File: config.mk
export PLATFORM = sky130hd
export DESIGN_NAME = phase_frame_packer_flat
export DESIGN_NICKNAME = d
export VERILOG_FILES = /design/src/rtl/phase_frame_packer_pkg.sv /design/src/rtl/phase_frame_packer_if.sv /design/src/rtl/phase_sample_bank.sv /design/src/rtl/phase_frame_packer.sv /design/src/flat_wrapper.sv
export SDC_FILE = /design/constraint.sdc
export NUM_CORES = 1
export LEC_CHECK = 0
export BUFFER_PORTS_ARGS = -buffer_cell sky130_fd_sc_hd__buf_2
export CORE_ASPECT_RATIO = 1.1
export CORE_MARGIN = 8
export CORE_UTILIZATION = 47
export CTS_BUF_LIST = sky130_fd_sc_hd__clkbuf_16
export CTS_CLUSTER_DIAMETER = 120
export DETAILED_ROUTE_END_ITERATION = 6
export GPL_ROUTABILITY_DRIVEN = 0
export GPL_TIMING_DRIVEN = 0
export PLACE_DENSITY = 0.77
export SLEW_MARGIN = 20
export SYNTH_ARGS = -nofsm -noshare
export SYNTH_HDL_FRONTEND = slang
export SYNTH_SLANG_ARGS = --single-unit
File: constraint.sdc
create_clock -name clock -period 5.59 [get_ports clock]
set_input_delay 0.559 -clock clock [delete_from_list [all_inputs] [get_ports clock]]
set_output_delay 0.559 -clock clock [all_outputs]
set_load 0.01 [all_outputs]
File: src/rtl/phase_frame_packer_pkg.sv
// Shared types for phase_frame_packer: FSM state encoding and the
// error-cause codes reported on the debug port.
package phase_frame_packer_pkg;

  typedef enum logic {
    COLLECT = 1'b0,
    EMIT    = 1'b1
  } state_t;

  typedef logic [1:0] err_cause_t;

  localparam err_cause_t ERR_NONE      = 2'd0;
  localparam err_cause_t ERR_DUPLICATE = 2'd1;
  localparam err_cause_t ERR_BAD_DEST  = 2'd2;
  localparam err_cause_t ERR_TIMEOUT   = 2'd3;

endpackage

File: src/rtl/phase_frame_packer_if.sv
// AXI-stream style bus carrying data, dest, valid, ready and last.
// Handshake: a beat transfers on a rising clock edge where valid and ready
// are both high; the source keeps data/dest/last stable while valid && !ready.
interface phase_frame_packer_if #(
  parameter int DATA_W = 16,
  parameter int DEST_W = 8
);
  logic [DATA_W-1:0] data;
  logic [DEST_W-1:0] dest;
  logic              valid;
  logic              ready;
  logic              last;

  modport master (output data, dest, valid, last, input ready);
  modport slave  (input data, dest, valid, last, output ready);
endinterface

File: src/rtl/phase_sample_bank.sv
// Per-phase register file with presence mask: write by dest, read by index,
// bulk clear, and a look-ahead flag telling whether the mask including the
// current write becomes complete.
module phase_sample_bank #(
  parameter int N_PHASES = 6,
  parameter int DATA_W   = 16,
  parameter int IDX_W    = $clog2(N_PHASES)
) (
  input  logic              clock,
  input  logic              reset,
  input  logic              wr_en,
  input  logic [IDX_W-1:0]  wr_idx,
  input  logic [DATA_W-1:0] wr_data,
  input  logic              clear,
  input  logic [IDX_W-1:0]  rd_idx,
  output logic [DATA_W-1:0] rd_data,
  output logic              present,
  output logic              mask_empty,
  output logic              all_present_next
);

  logic [DATA_W-1:0]   bank_q [N_PHASES];
  logic [DATA_W-1:0]   bank_d [N_PHASES];
  logic [N_PHASES-1:0] mask_q, mask_d;
  logic [N_PHASES-1:0] sel;
  logic [N_PHASES-1:0] hit;

  // Decode write index, read mux, and next bank/mask contents.
  always_comb begin
    sel     = '0;
    hit     = '0;
    rd_data = '0;
    for (int i = 0; i < N_PHASES; i++) begin
      sel[i] = (wr_idx == IDX_W'(i));
      hit[i] = wr_en && sel[i];
      if (rd_idx == IDX_W'(i)) rd_data = bank_q[i];
      bank_d[i] = hit[i] ? wr_data : bank_q[i];
    end
    present          = |(mask_q & sel);
    mask_empty       = ~|mask_q;
    // Independent of clear so the controller can decide clear from it.
    all_present_next = &(mask_q | hit);
    // A write in the clearing cycle survives as the first sample of a new frame.
    mask_d           = (clear ? '0 : mask_q) | hit;
  end

  // Sample storage and presence mask; reset discards any partial frame.
  always_ff @(posedge clock or posedge reset) begin
    if (reset) begin
      mask_q <= '0;
      for (int i = 0; i < N_PHASES; i++) bank_q[i] <= '0;
    end else begin
      mask_q <= mask_d;
      for (int i = 0; i < N_PHASES; i++) bank_q[i] <= bank_d[i];
    end
  end

endmodule

File: src/rtl/phase_frame_packer.sv
// Collects one sample per phase in any order, then emits the frame in
// ascending dest order with last on the final phase.
// Optional frame timeout: define PHASE_FRAME_PACKER_TIMEOUT_EN.
module phase_frame_packer
  import phase_frame_packer_pkg::*;
#(
  parameter int N_PHASES        = 6,
  parameter int DATA_PATH_WIDTH = 16,
  parameter int DEST_WIDTH      = 8,
  parameter int TIMEOUT_CYCLES  = 1000
) (
  input  logic                 clock,
  input  logic                 reset,
  phase_frame_packer_if.slave  phases_in,
  phase_frame_packer_if.master frame_out,
  output logic                 frame_error,
  output logic [15:0]          frames_done,
  output state_t               dbg_state,
  output err_cause_t           dbg_err_cause
);

  localparam int IDX_W = $clog2(N_PHASES);

  state_t               state_q, state_d;
  logic [IDX_W-1:0]     idx_q, idx_d;
  logic [15:0]          frames_done_q, frames_done_d;
  logic                 err_q, err_d;
  err_cause_t           cause_q, cause_d;
  logic                 in_hs, out_hs, dest_ok, wr_en, is_last, clear;
  logic [DATA_PATH_WIDTH-1:0] rd_data;
  logic                 present, mask_empty, all_present_next;
  logic                 timeout_hit;
  logic                 unused_in_last;

  assign unused_in_last = phases_in.last;

  assign in_hs   = phases_in.valid && phases_in.ready;
  assign out_hs  = frame_out.valid && frame_out.ready;
  assign dest_ok = phases_in.dest < DEST_WIDTH'(N_PHASES);
  assign wr_en   = in_hs && dest_ok;
  assign is_last = (idx_q == IDX_W'(N_PHASES - 1));

`ifdef PHASE_FRAME_PACKER_TIMEOUT_EN
  logic [31:0] cnt_q, cnt_d;

  assign timeout_hit = !mask_empty && (cnt_q == 32'(TIMEOUT_CYCLES - 1));

  // Frame age: starts at the first accepted sample, counts only in COLLECT.
  always_comb begin
    cnt_d = cnt_q;
    if (state_q != COLLECT || all_present_next) cnt_d = '0;
    else if (mask_empty || timeout_hit)         cnt_d = wr_en ? 32'd1 : 32'd0;
    else                                        cnt_d = cnt_q + 32'd1;
  end

  // Frame age register.
  always_ff @(posedge clock or posedge reset) begin
    if (reset) cnt_q <= '0;
    else       cnt_q <= cnt_d;
  end
`else
  assign timeout_hit = 1'b0;
`endif

  phase_sample_bank #(
    .N_PHASES (N_PHASES),
    .DATA_W   (DATA_PATH_WIDTH),
    .IDX_W    (IDX_W)
  ) u_bank (
    .clock            (clock),
    .reset            (reset),
    .wr_en            (wr_en),
    .wr_idx           (phases_in.dest[IDX_W-1:0]),
    .wr_data          (phases_in.data),
    .clear            (clear),
    .rd_idx           (idx_q),
    .rd_data          (rd_data),
    .present          (present),
    .mask_empty       (mask_empty),
    .all_present_next (all_present_next)
  );

  // Next-state, emit index, frame counter and registered error cause.
  always_comb begin
    state_d       = state_q;
    idx_d         = idx_q;
    frames_done_d = frames_done_q;
    err_d         = 1'b0;
    cause_d       = cause_q;
    clear         = 1'b0;
    case (state_q)
      COLLECT: begin
        if (in_hs && !dest_ok) begin
          err_d   = 1'b1;
          cause_d = ERR_BAD_DEST;
        end else if (in_hs && present) begin
          err_d   = 1'b1;
          cause_d = ERR_DUPLICATE;
        end
        if (all_present_next) begin
          state_d = EMIT;
          idx_d   = '0;
        end else if (timeout_hit) begin
          clear   = 1'b1;
          err_d   = 1'b1;
          cause_d = ERR_TIMEOUT;
        end
      end
      EMIT: begin
        if (out_hs) begin
          if (is_last) begin
            state_d       = COLLECT;
            idx_d         = '0;
            clear         = 1'b1;
            frames_done_d = frames_done_q + 16'd1;
          end else begin
            idx_d = idx_q + IDX_W'(1);
          end
        end
      end
      default: state_d = COLLECT;
    endcase
  end

  // Control registers.
  always_ff @(posedge clock or posedge reset) begin
    if (reset) begin
      state_q       <= COLLECT;
      idx_q         <= '0;
      frames_done_q <= '0;
      err_q         <= 1'b0;
      cause_q       <= ERR_NONE;
    end else begin
      state_q       <= state_d;
      idx_q         <= idx_d;
      frames_done_q <= frames_done_d;
      err_q         <= err_d;
      cause_q       <= cause_d;
    end
  end

  // Stream outputs follow the registered state, so they stay stable under stall.
  always_comb begin
    phases_in.ready = (state_q == COLLECT) && !reset;
    frame_out.valid = (state_q == EMIT);
    frame_out.data  = frame_out.valid ? rd_data : '0;
    frame_out.dest  = frame_out.valid ? DEST_WIDTH'(idx_q) : '0;
    frame_out.last  = frame_out.valid && is_last;
  end

  assign frame_error   = err_q;
  assign frames_done   = frames_done_q;
  assign dbg_state     = state_q;
  assign dbg_err_cause = cause_q;

endmodule
File: src/flat_wrapper.sv
// flat-port wrapper written by rule: the top's interface ports become plain ports
module phase_frame_packer_flat import phase_frame_packer_pkg::*;
#(
  parameter int N_PHASES        = 6,
  parameter int DATA_PATH_WIDTH = 16,
  parameter int DEST_WIDTH      = 8,
  parameter int TIMEOUT_CYCLES  = 1000
)
  (clock, reset, frame_error, frames_done, dbg_state, dbg_err_cause, phases_in_data, phases_in_dest, phases_in_valid, phases_in_last, phases_in_ready, frame_out_data, frame_out_dest, frame_out_valid, frame_out_last, frame_out_ready);
  phase_frame_packer_if phases_in_i ();
  phase_frame_packer_if frame_out_i ();
  input  logic clock;
  input  logic reset;
  output logic frame_error;
  output logic [15:0] frames_done;
  output state_t dbg_state;
  output err_cause_t dbg_err_cause;
  input wire logic [$bits(phases_in_i.data)-1:0] phases_in_data;
  input wire logic [$bits(phases_in_i.dest)-1:0] phases_in_dest;
  input wire logic [$bits(phases_in_i.valid)-1:0] phases_in_valid;
  input wire logic [$bits(phases_in_i.last)-1:0] phases_in_last;
  output wire logic [$bits(phases_in_i.ready)-1:0] phases_in_ready;
  output wire logic [$bits(frame_out_i.data)-1:0] frame_out_data;
  output wire logic [$bits(frame_out_i.dest)-1:0] frame_out_dest;
  output wire logic [$bits(frame_out_i.valid)-1:0] frame_out_valid;
  output wire logic [$bits(frame_out_i.last)-1:0] frame_out_last;
  input wire logic [$bits(frame_out_i.ready)-1:0] frame_out_ready;
  assign phases_in_i.data = phases_in_data;
  assign phases_in_i.dest = phases_in_dest;
  assign phases_in_i.valid = phases_in_valid;
  assign phases_in_i.last = phases_in_last;
  assign phases_in_ready = phases_in_i.ready;
  assign frame_out_data = frame_out_i.data;
  assign frame_out_dest = frame_out_i.dest;
  assign frame_out_valid = frame_out_i.valid;
  assign frame_out_last = frame_out_i.last;
  assign frame_out_i.ready = frame_out_ready;
  phase_frame_packer #(.N_PHASES(N_PHASES), .DATA_PATH_WIDTH(DATA_PATH_WIDTH), .DEST_WIDTH(DEST_WIDTH), .TIMEOUT_CYCLES(TIMEOUT_CYCLES)) u_core (.clock(clock), .reset(reset), .phases_in(phases_in_i), .frame_out(frame_out_i), .frame_error(frame_error), .frames_done(frames_done), .dbg_state(dbg_state), .dbg_err_cause(dbg_err_cause));
endmodule
==> results.toml, run 1 <==
[worst_setup_path]
crit_type = "flop to primary output"
arrival_ps = 3730
cp.required_ps = 5030
slowest_delay_ps = 580
crit_chain = "clkbuf_1, buf_1, and2_1, ha_1, buf_1, nor2_1, clkbuf_1, a221oi_1, o21ai_0, and2_1, buf_2"
slowest_stage = "buf_1"
worst_r2r_endpoint = "u_core.u_bank.bank_q[79]"
r2r-start = "u_core.dbg_state"
rrSetupSlack_ps = 2970
endpoint = "frame_out_data[11]"
cp-startpoint = "u_core.idx_q[1]"
worst_setup_path_start_kind = "flop"
end_kind = "primary output"
reg2reg_depth = 5
crit_path_max_fanout = 10

[logic_synthesis]
ys_seq_area_frac = 0.526
postSynthAreaPerCell_sq_um = 11.5
netlist.area_leader.share = 0.526
ys_warn_count = 0
synth_area_sq_um = 5940
synthTopCellsByArea = "dfrtp_1 53%, mux2_2 16%, nand2_1 4.8%"
async_flop_share = 1.00
synth_top_area_cell = "dfrtp_1"
postSynthCellCount = 516
synth_edf_count = 0
ys_ff_latch = 125
synth_top_flop_cell = "dfrtp_1"
ys_types = 45

[sta]
slew_viol_final = 0
setup_tns_ps = 0
finalClockSkew_ps = 4.50
grt_setup_unrepaired = "no"
worst_pin_slew_ps = 1020
finalHoldViolations = 0
period_minus_slack_ps = 4290
setup_viol = 0
slew_headroom = 0.315
fin_crit_sh = 0.767
whs_ps = 202
max_freq_mhz = 233

[final_layout]
final_cell_mix = "125 x dfrtp_1, 83 x mux2_2, 76 x nand2_1"
num-fill-cells = 1074
drive_gt1_frac = 0.331
final_nets = 637
synthToLayoutAreaGrowth_pct = 19.7
n_antenna_cell = 0
final_common_cell = "dfrtp_1"
stdcell_area_sq_um = 7120

[pwr]
p_per_area_nw_per_um2 = 300
irDropWorstVdd_v = 0.000200
p_leak_nw = 3.57
p_total_mw = 2.14

[global_route]
grt_pass1_vias = 4722
grt_first_pass_wirelength_um = 24100
grt_max_degree = 75
overflow = 0
antenna_found_initial = 0
grtUsageTotal = 0.187

[clock_network]
cts_buffers = 17
clk_pin_slew_ps = 50
cts_sinks = 125
cts_setup_buffers = 0
cts_tree = "done"
root_buffer = "clkbuf_16"
clockBufferDepth = 2
cts_resized = 0
ctsHoldBuffers = 0
insertion_delay_ps = 410
htreeDepth = 4

[run_status]
outcome = "finished, final reports clean"

[detailed_routing]
via_count = 4386
wl_per_cell_um = 18.8
drtPass1Iterations = 5
viasPerCell = 5.65
ant_nets = 0
drt_iter0_markers = 251
drc = 0
routed_wl_um = 14600

[die]
rows = 43
core_sq_um = 12500
die_x_um = 123
start_util = 0.476
ios = 76
die_area_sq_um = 16500
die_y_um = 134

[placement]
io_buffers = 66
postPlaceCellArea_sq_um = 6520
hpwl_um = 10000

[run]
drv_cap = 0

[min_path]
hp-class = "input pin to asynchronous set/reset pin"
==> worst min-delay path by stage <==
| stage | start | to | slack, ps | depth (start not counted) |
|---|---|---|---|---|
| 2_1_floorplan | u_core.u_bank.bank_q[46] | u_core.u_bank.bank_q[46] | 440 | 2 |
| 3_3_place_gp | u_core.u_bank.bank_q[47] | u_core.u_bank.bank_q[47] | 450 | 2 |
| 3_5_place_dp | u_core.u_bank.bank_q[42] | u_core.u_bank.bank_q[42] | 460 | 2 |
| 4_1_cts | reset | u_core.u_bank.bank_q[11] | 230 | 2 |
| 5_1_grt | reset | u_core.u_bank.bank_q[60] | 240 | 2 |
| 6_report | reset | u_core.u_bank.bank_q[12] | 200 | 2 |
==> worst max-delay path, delay by kind of cell, from the launching register on <==
kind / cells / cell delay [ps]
adder cells (fa/ha/maj): 1 / 140
AO/OA/AOI/OAI: 2 / 620
buffers and inverters: 5 / 1590
flip-flops: 1 / 320
AND/OR/NAND/NOR: 3 / 650
==> registers in the layout (all words and copies together) (netlist names) <==
register,flops
u_core.idx_q,3
u_core.frames_done,16
u_core.dbg_err_cause,2
u_core.u_bank.mask_q,6
u_core.frame_error,1
u_core.u_bank.bank_q,96
u_core.dbg_state,1
==> power by group <==
group          leakage, nW  switching (mW)  internal, mW
clock network        0.279           0.407         0.698
logic                 1.57          0.0581        0.0363
registers             1.72          0.0112         0.925
total                 3.57           0.477          1.66
==> per-stage QoR <==
stage | worst slack, ps | cells | util
4_1_cts | 1320 | 776 | 0.570
2_1_floorplan | 1700 | 520 | -
6_report | 1300 | 776 | 0.570
3_5_place_dp | 1780 | 744 | 0.522
5_1_grt | 1120 | 776 | 0.570
3_3_place_gp | 470 | 743 | 0.520
==> area by class of cell <==
class	count	area, sq um	share of cell area
Buffer	36	175	0.0246
Multi-Input combinational cell	351	2630	0.369
Clock inverter	15	173	0.0243
Tap cell	157	196	0.0276
Timing Repair Buffer	67	358	0.0503
Inverter	8	35.0	0.00492
Sequential cell	125	3130	0.440
Clock buffer	17	425	0.0598
==> layer usage <==
| layer | global-route usage | up-vias | share of wire |
|---|---|---|---|
| met4 | 0.0656 | 0 | 0.013 |
| met3 | 0.0433 | 20 | 0.054 |
| met5 | 0 | - | 0 |
| met2 | 0.315 | 130 | 0.52 |
| li1 | - | 2020 | - |
| met1 | 0.228 | 2216 | 0.41 |
==> cells by family after synthesis <==
kind of cell,Yosys count,synth area share
xor+xnor,15,0.0221
flops,125,0.526
simple gates,147,0.131
mux,100,0.186
fa+ha+maj,2,0.00421
buf+inv,44,0.0345
compound gates,82,0.0953
other cells,1,0.000631
==> synthesized netlist by cell type, types with 8 or more instances <==
library cell,number
o21ai_0,33
a21oi_1,8
and2_1,22
mux2i_1,17
clkbuf_1,17
mux2_2,83
nand2_1,76
dfrtp_1,125
buf_2,8
a221oi_1,16
nor2_1,10
inv_1,8
xnor2_1,9
o2bb2ai_1,16
(Power assumes the default switching activity.)
==> inputs of run 2 (changes only) <==
Settings changed: PLACE_DENSITY 0.77 to 0.8.
Clock period 5.59 ns to 3.75 ns, I/O delays scaled along.
==> results.toml, run 2 (synthesized netlist as in run 1, its figures left out) <==
[worst_setup_path]
end_kind = "primary output"
arrival_ps = 3090
cp.required_ps = 3380
rrSetupSlack_ps = 1210
worst_r2r_endpoint = "u_core.u_bank.bank_q[65]"
crit_path_max_fanout = 10
r2r-start = "u_core.dbg_state"
reg2reg_depth = 5
crit_type = "flop to primary output"
worst_setup_path_start_kind = "flop"

[clock_network]
insertion_delay_ps = 410
cts_buffers = 17
cts_tree = "done"
htreeDepth = 4
cts_setup_buffers = 0
clockBufferDepth = 2
cts_sinks = 125
root_buffer = "clkbuf_16"
ctsHoldBuffers = 0
clk_pin_slew_ps = 50

[pwr]
p_per_area_nw_per_um2 = 443
p_int_mw = 2.46
p_leak_nw = 3.58
irDropWorstVdd_v = 0.000410
power_switching_mw = 0.685
swShare = 0.218
combPwrFrac = 0.045
p_clk_frac = 0.511
pwr-share-seq = 0.444
p_total_mw = 3.15

[final_layout]
final_nets = 636
final_common_cell = "dfrtp_1"
drive_gt1_frac = 0.332
largest_reg_flops = 96
layoutNonFillerInstCount = 775
top_register = "u_core.u_bank.bank_q"
synthToLayoutAreaGrowth_pct = 19.5
final_cell_mix = "125 x dfrtp_1, 83 x mux2_2, 76 x nand2_1"

[sta]
fin_crit_sh = 0.923
slew_headroom = 0.325
grt_setup_unrepaired = "no"
worst_pin_slew_ps = 1000
whs_ps = 121
slew_viol_final = 0
finalHoldViolations = 0
period_minus_slack_ps = 3460
max_freq_mhz = 289
setup_viol = 0
finalClockSkew_ps = 6.74

[detailed_routing]
wl_per_cell_um = 18.9
viasPerCell = 5.73
drtPass1Iterations = 7
via_count = 4442
drt_iter0_markers = 319
drc = 0
routed_wl_um = 14600
ant_nets = 0

[global_route]
grt_first_pass_wirelength_um = 23900
grt_pass1_vias = 4724
grtUsageTotal = 0.185
grt_max_degree = 77
antenna_found_initial = 1
overflow = 0

[die]
die_area_sq_um = 16500
start_util = 0.476
core_sq_um = 12500
rows = 43
ios = 76
die_x_um = 123
die_y_um = 134

[placement]
dp_cells = 744
hpwl_um = 9940
io_buffers = 66

[run]
drv_cap = 0

[run_status]
outcome = "finished, final reports clean"

[min_path]
hp-class = "input pin to asynchronous set/reset pin"
-- run 2: how the worst max path moves through the flow --
stage,startpoint,endpoint,slack [ps],cells after the start
2_1_floorplan,reset,u_core.dbg_err_cause[0],50,1
3_3_place_gp,reset,u_core.u_bank.bank_q[1],-1240,2
3_5_place_dp,u_core.idx_q[1],frame_out_data[12],170,11
4_1_cts,u_core.idx_q[1],frame_out_data[12],70,11
5_1_grt,u_core.idx_q[1],frame_out_data[12],60,10
6_report,u_core.idx_q[1],frame_out_data[12],290,10
-- run 2: power groups by stage --
stage               Sequential, mW  Clock, mW  Combinational (mW)
floorplan                     1.42          0              0.0842
global placement              1.42          0               0.131
detailed placement            1.42          0               0.142
CTS                           1.40       1.63               0.143
global route                  1.40       1.69               0.158
finish                        1.40       1.61               0.141
-- run 2: critical path, stage by stage (launching register included) --
cell and delay [ps]:
dfrtp_1 310, clkbuf_1 200, buf_2 340, and2_1 190, ha_1 370, nor2_2 160, clkbuf_2 250, a221oi_1 380
o21ai_0 160, and2_1 170, buf_2 130
-- run 2: final cells by class --
class	instances	area [sq um]
Buffer	35	175
Tap cell	157	196
Inverter	8	35.0
Sequential cell	125	3130
Timing Repair Buffer	67	358
Clock buffer	17	425
Fill cell	1048	5380
Multi-Input combinational cell	351	2630
Clock inverter	14	154
Antenna cell	1	2.50
-- run 2: stage by stage --
step | instance area [sq um] | util | worst slack (ps) | setup TNS, ps
after floorplan | 5960 | - | 47.4 | 0
after global placement | 6490 | 0.520 | -1240 | -154130
after detailed placement | 6520 | 0.522 | 173 | 0
after CTS | 7100 | 0.569 | 72.2 | 0
after global routing | 7100 | 0.569 | 61.4 | 0
final | 7100 | 0.569 | 288 | 0
-- run 2: what timing repair did --
action | in CTS | in global routing
gates resized for setup | 3 | 2
endpoints found under the setup margin | 10 | 10
hold endpoints to repair | 0 | 0
cloned | 0 | 0
-- run 2: routing by layer --
metal / track usage / share of wire
met1: 0.216 / 0.39
met2: 0.309 / 0.52
met3: 0.0462 / 0.060
met4: 0.0891 / 0.027
met5: 0 / 0
==> inputs of run 3 (changes only) <==
Settings changed: CORE_ASPECT_RATIO 1.1 to 0.5, PLACE_DENSITY 0.8 to 0.77.
Clock period 3.75 ns to 3.7 ns, I/O delays scaled along.
==> results.toml, run 3 (synthesized netlist as in run 1, its figures left out) <==
[worst_setup_path]
endpoint = "frame_out_data[10]"
arrival_ps = 3200
crit_type = "flop to primary output"
r2r-start = "u_core.dbg_state"
end_kind = "primary output"
cp-startpoint = "u_core.idx_q[1]"
slowest_delay_ps = 380
slowest_stage = "a221oi_1"
worst_setup_path_start_kind = "flop"
crit_path_max_fanout = 10
rrSetupSlack_ps = 1180
worst_r2r_endpoint = "u_core.u_bank.bank_q[66]"
crit_chain = "clkbuf_1, clkbuf_4, and2_1, ha_1, buf_1, nor2_2, clkbuf_2, a221oi_1, o21ai_0, and2_1, buf_2"
cp.required_ps = 3330
reg2reg_depth = 5
cpMostUsedCell = "and2_1"

[clock_network]
clockBufferDepth = 2
clk_pin_slew_ps = 60
cts_tree = "done"
cts_sinks = 125
insertion_delay_ps = 410
cts_setup_buffers = 0
htreeDepth = 4
root_buffer = "clkbuf_16"
ctsHoldBuffers = 0
cts_buffers = 17

[placement]
hpwl_um = 9700
place_ws_ps = 276
dp_cells = 757
io_buffers = 66

[sta]
slew_viol_final = 0
setup_tns_ps = 0
period_minus_slack_ps = 3570
grt_setup_unrepaired = "no"
setup_viol = 0
finalClockSkew_ps = 6.12
max_freq_mhz = 280
fin_crit_sh = 0.964
worst_pin_slew_ps = 925
slew_headroom = 0.378
setup_ws_ps = 134
finalHoldViolations = 0

[global_route]
grt_max_degree = 70
grtUsageTotal = 0.178
antenna_found_initial = 0
grt_pass1_vias = 4406
overflow = 0
grt_first_pass_wirelength_um = 23200

[final_layout]
num-fill-cells = 1040
layoutNonFillerInstCount = 789
final_cell_mix = "125 x dfrtp_1, 83 x mux2_2, 76 x nand2_1"
final_nets = 637
n_antenna_cell = 0
largest_reg_flops = 96
synthToLayoutAreaGrowth_pct = 19.1
drive_gt1_frac = 0.336
final_common_cell = "dfrtp_1"
top_register = "u_core.u_bank.bank_q"

[detailed_routing]
drc = 0
via_count = 4350
ant_nets = 0
viasPerCell = 5.51
routed_wl_um = 14500
wl_per_cell_um = 18.3
drt_iter0_markers = 448
drtPass1Iterations = 5

[run]
drv_cap = 0

[die]
ios = 76
rows = 29
die_y_um = 95.5
die_area_sq_um = 16700
die_x_um = 175
core_sq_um = 12500
start_util = 0.475

[pwr]
p_per_area_nw_per_um2 = 432
irDropWorstVdd_v = 0.000274
p_leak_nw = 3.57

[run_status]
outcome = "finished, final reports clean"

[min_path]
hp-class = "input pin to asynchronous set/reset pin"
run 3: cell types whose count changed in the layout (fill, tap and decap cells not counted), sizes merged:
cell      change
clkinvlp      -1
clkinv        +4
clkbuf        +1
diode         -1
bufinv        -2
run 3: worst max-delay path: cells and delay by family (launching register included):
kind                     cells  cell delay, ps
adder cells (fa/ha/maj)      1             160
AND/OR/NAND/NOR              3             510
AO/OA/AOI/OAI                2             530
flip-flops                   1             320
buffers and inverters        5            1260
run 3: area by class of cell:
cell class              count  area [sq um]  area share
plain buffers              36           183      0.0258
flip-flops and latches    125          3130       0.442
repair buffers             67           358      0.0506
clock buffers              17           425      0.0601
clock inverters            15           108      0.0152
multi-input cells         351          2630       0.371
well taps                 170           213      0.0301
inverters                   8          35.0     0.00495
run 3: power by group:
group          total [mW]  leakage [nW]  internal [mW]  switching, mW
registers            1.41          1.72           1.40         0.0166
logic               0.142          1.59         0.0548         0.0876
clock network        1.50         0.264          0.905          0.597
run 3: worst min path at each step:
stage | from | endpoint | slack [ps]
global placement | u_core.u_bank.bank_q[46] | u_core.u_bank.bank_q[46] | 450
global route | reset | u_core.frames_done[6] | 70
detailed placement | u_core.u_bank.bank_q[37] | u_core.u_bank.bank_q[37] | 460
floorplan | u_core.u_bank.bank_q[46] | u_core.u_bank.bank_q[46] | 440
finish | reset | u_core.frames_done[6] | 30
CTS | reset | u_core.frames_done[6] | 40
run 3: layer usage:
metal | track usage | wire [um] | vias to the layer above
li1 | - | - | 2009
met2 | 0.288 | 6840 | 147
met4 | 0.0813 | 350 | 0
met5 | 0 | 0 | -
met1 | 0.229 | 6420 | 2161
met3 | 0.0387 | 834 | 33
run 3: timing repair:
item,4_1_cts,5_1_grt
gates cloned,0,0
pin swaps,0,0
setup endpoints to repair,10,10
resized for setup,2,6
run 3: stage by stage:
stage / power [mW] / area (sq um) / util / hold WS, ps
global route: 3.15 / 7080 / 0.565 / 72.4
CTS: 3.07 / 7070 / 0.565 / 44.7
global placement: 1.57 / 6500 / 0.519 / 449
detailed placement: 1.58 / 6540 / 0.522 / 460
finish: 3.06 / 7080 / 0.565 / 30.5
floorplan: 1.52 / 5960 / - / 439
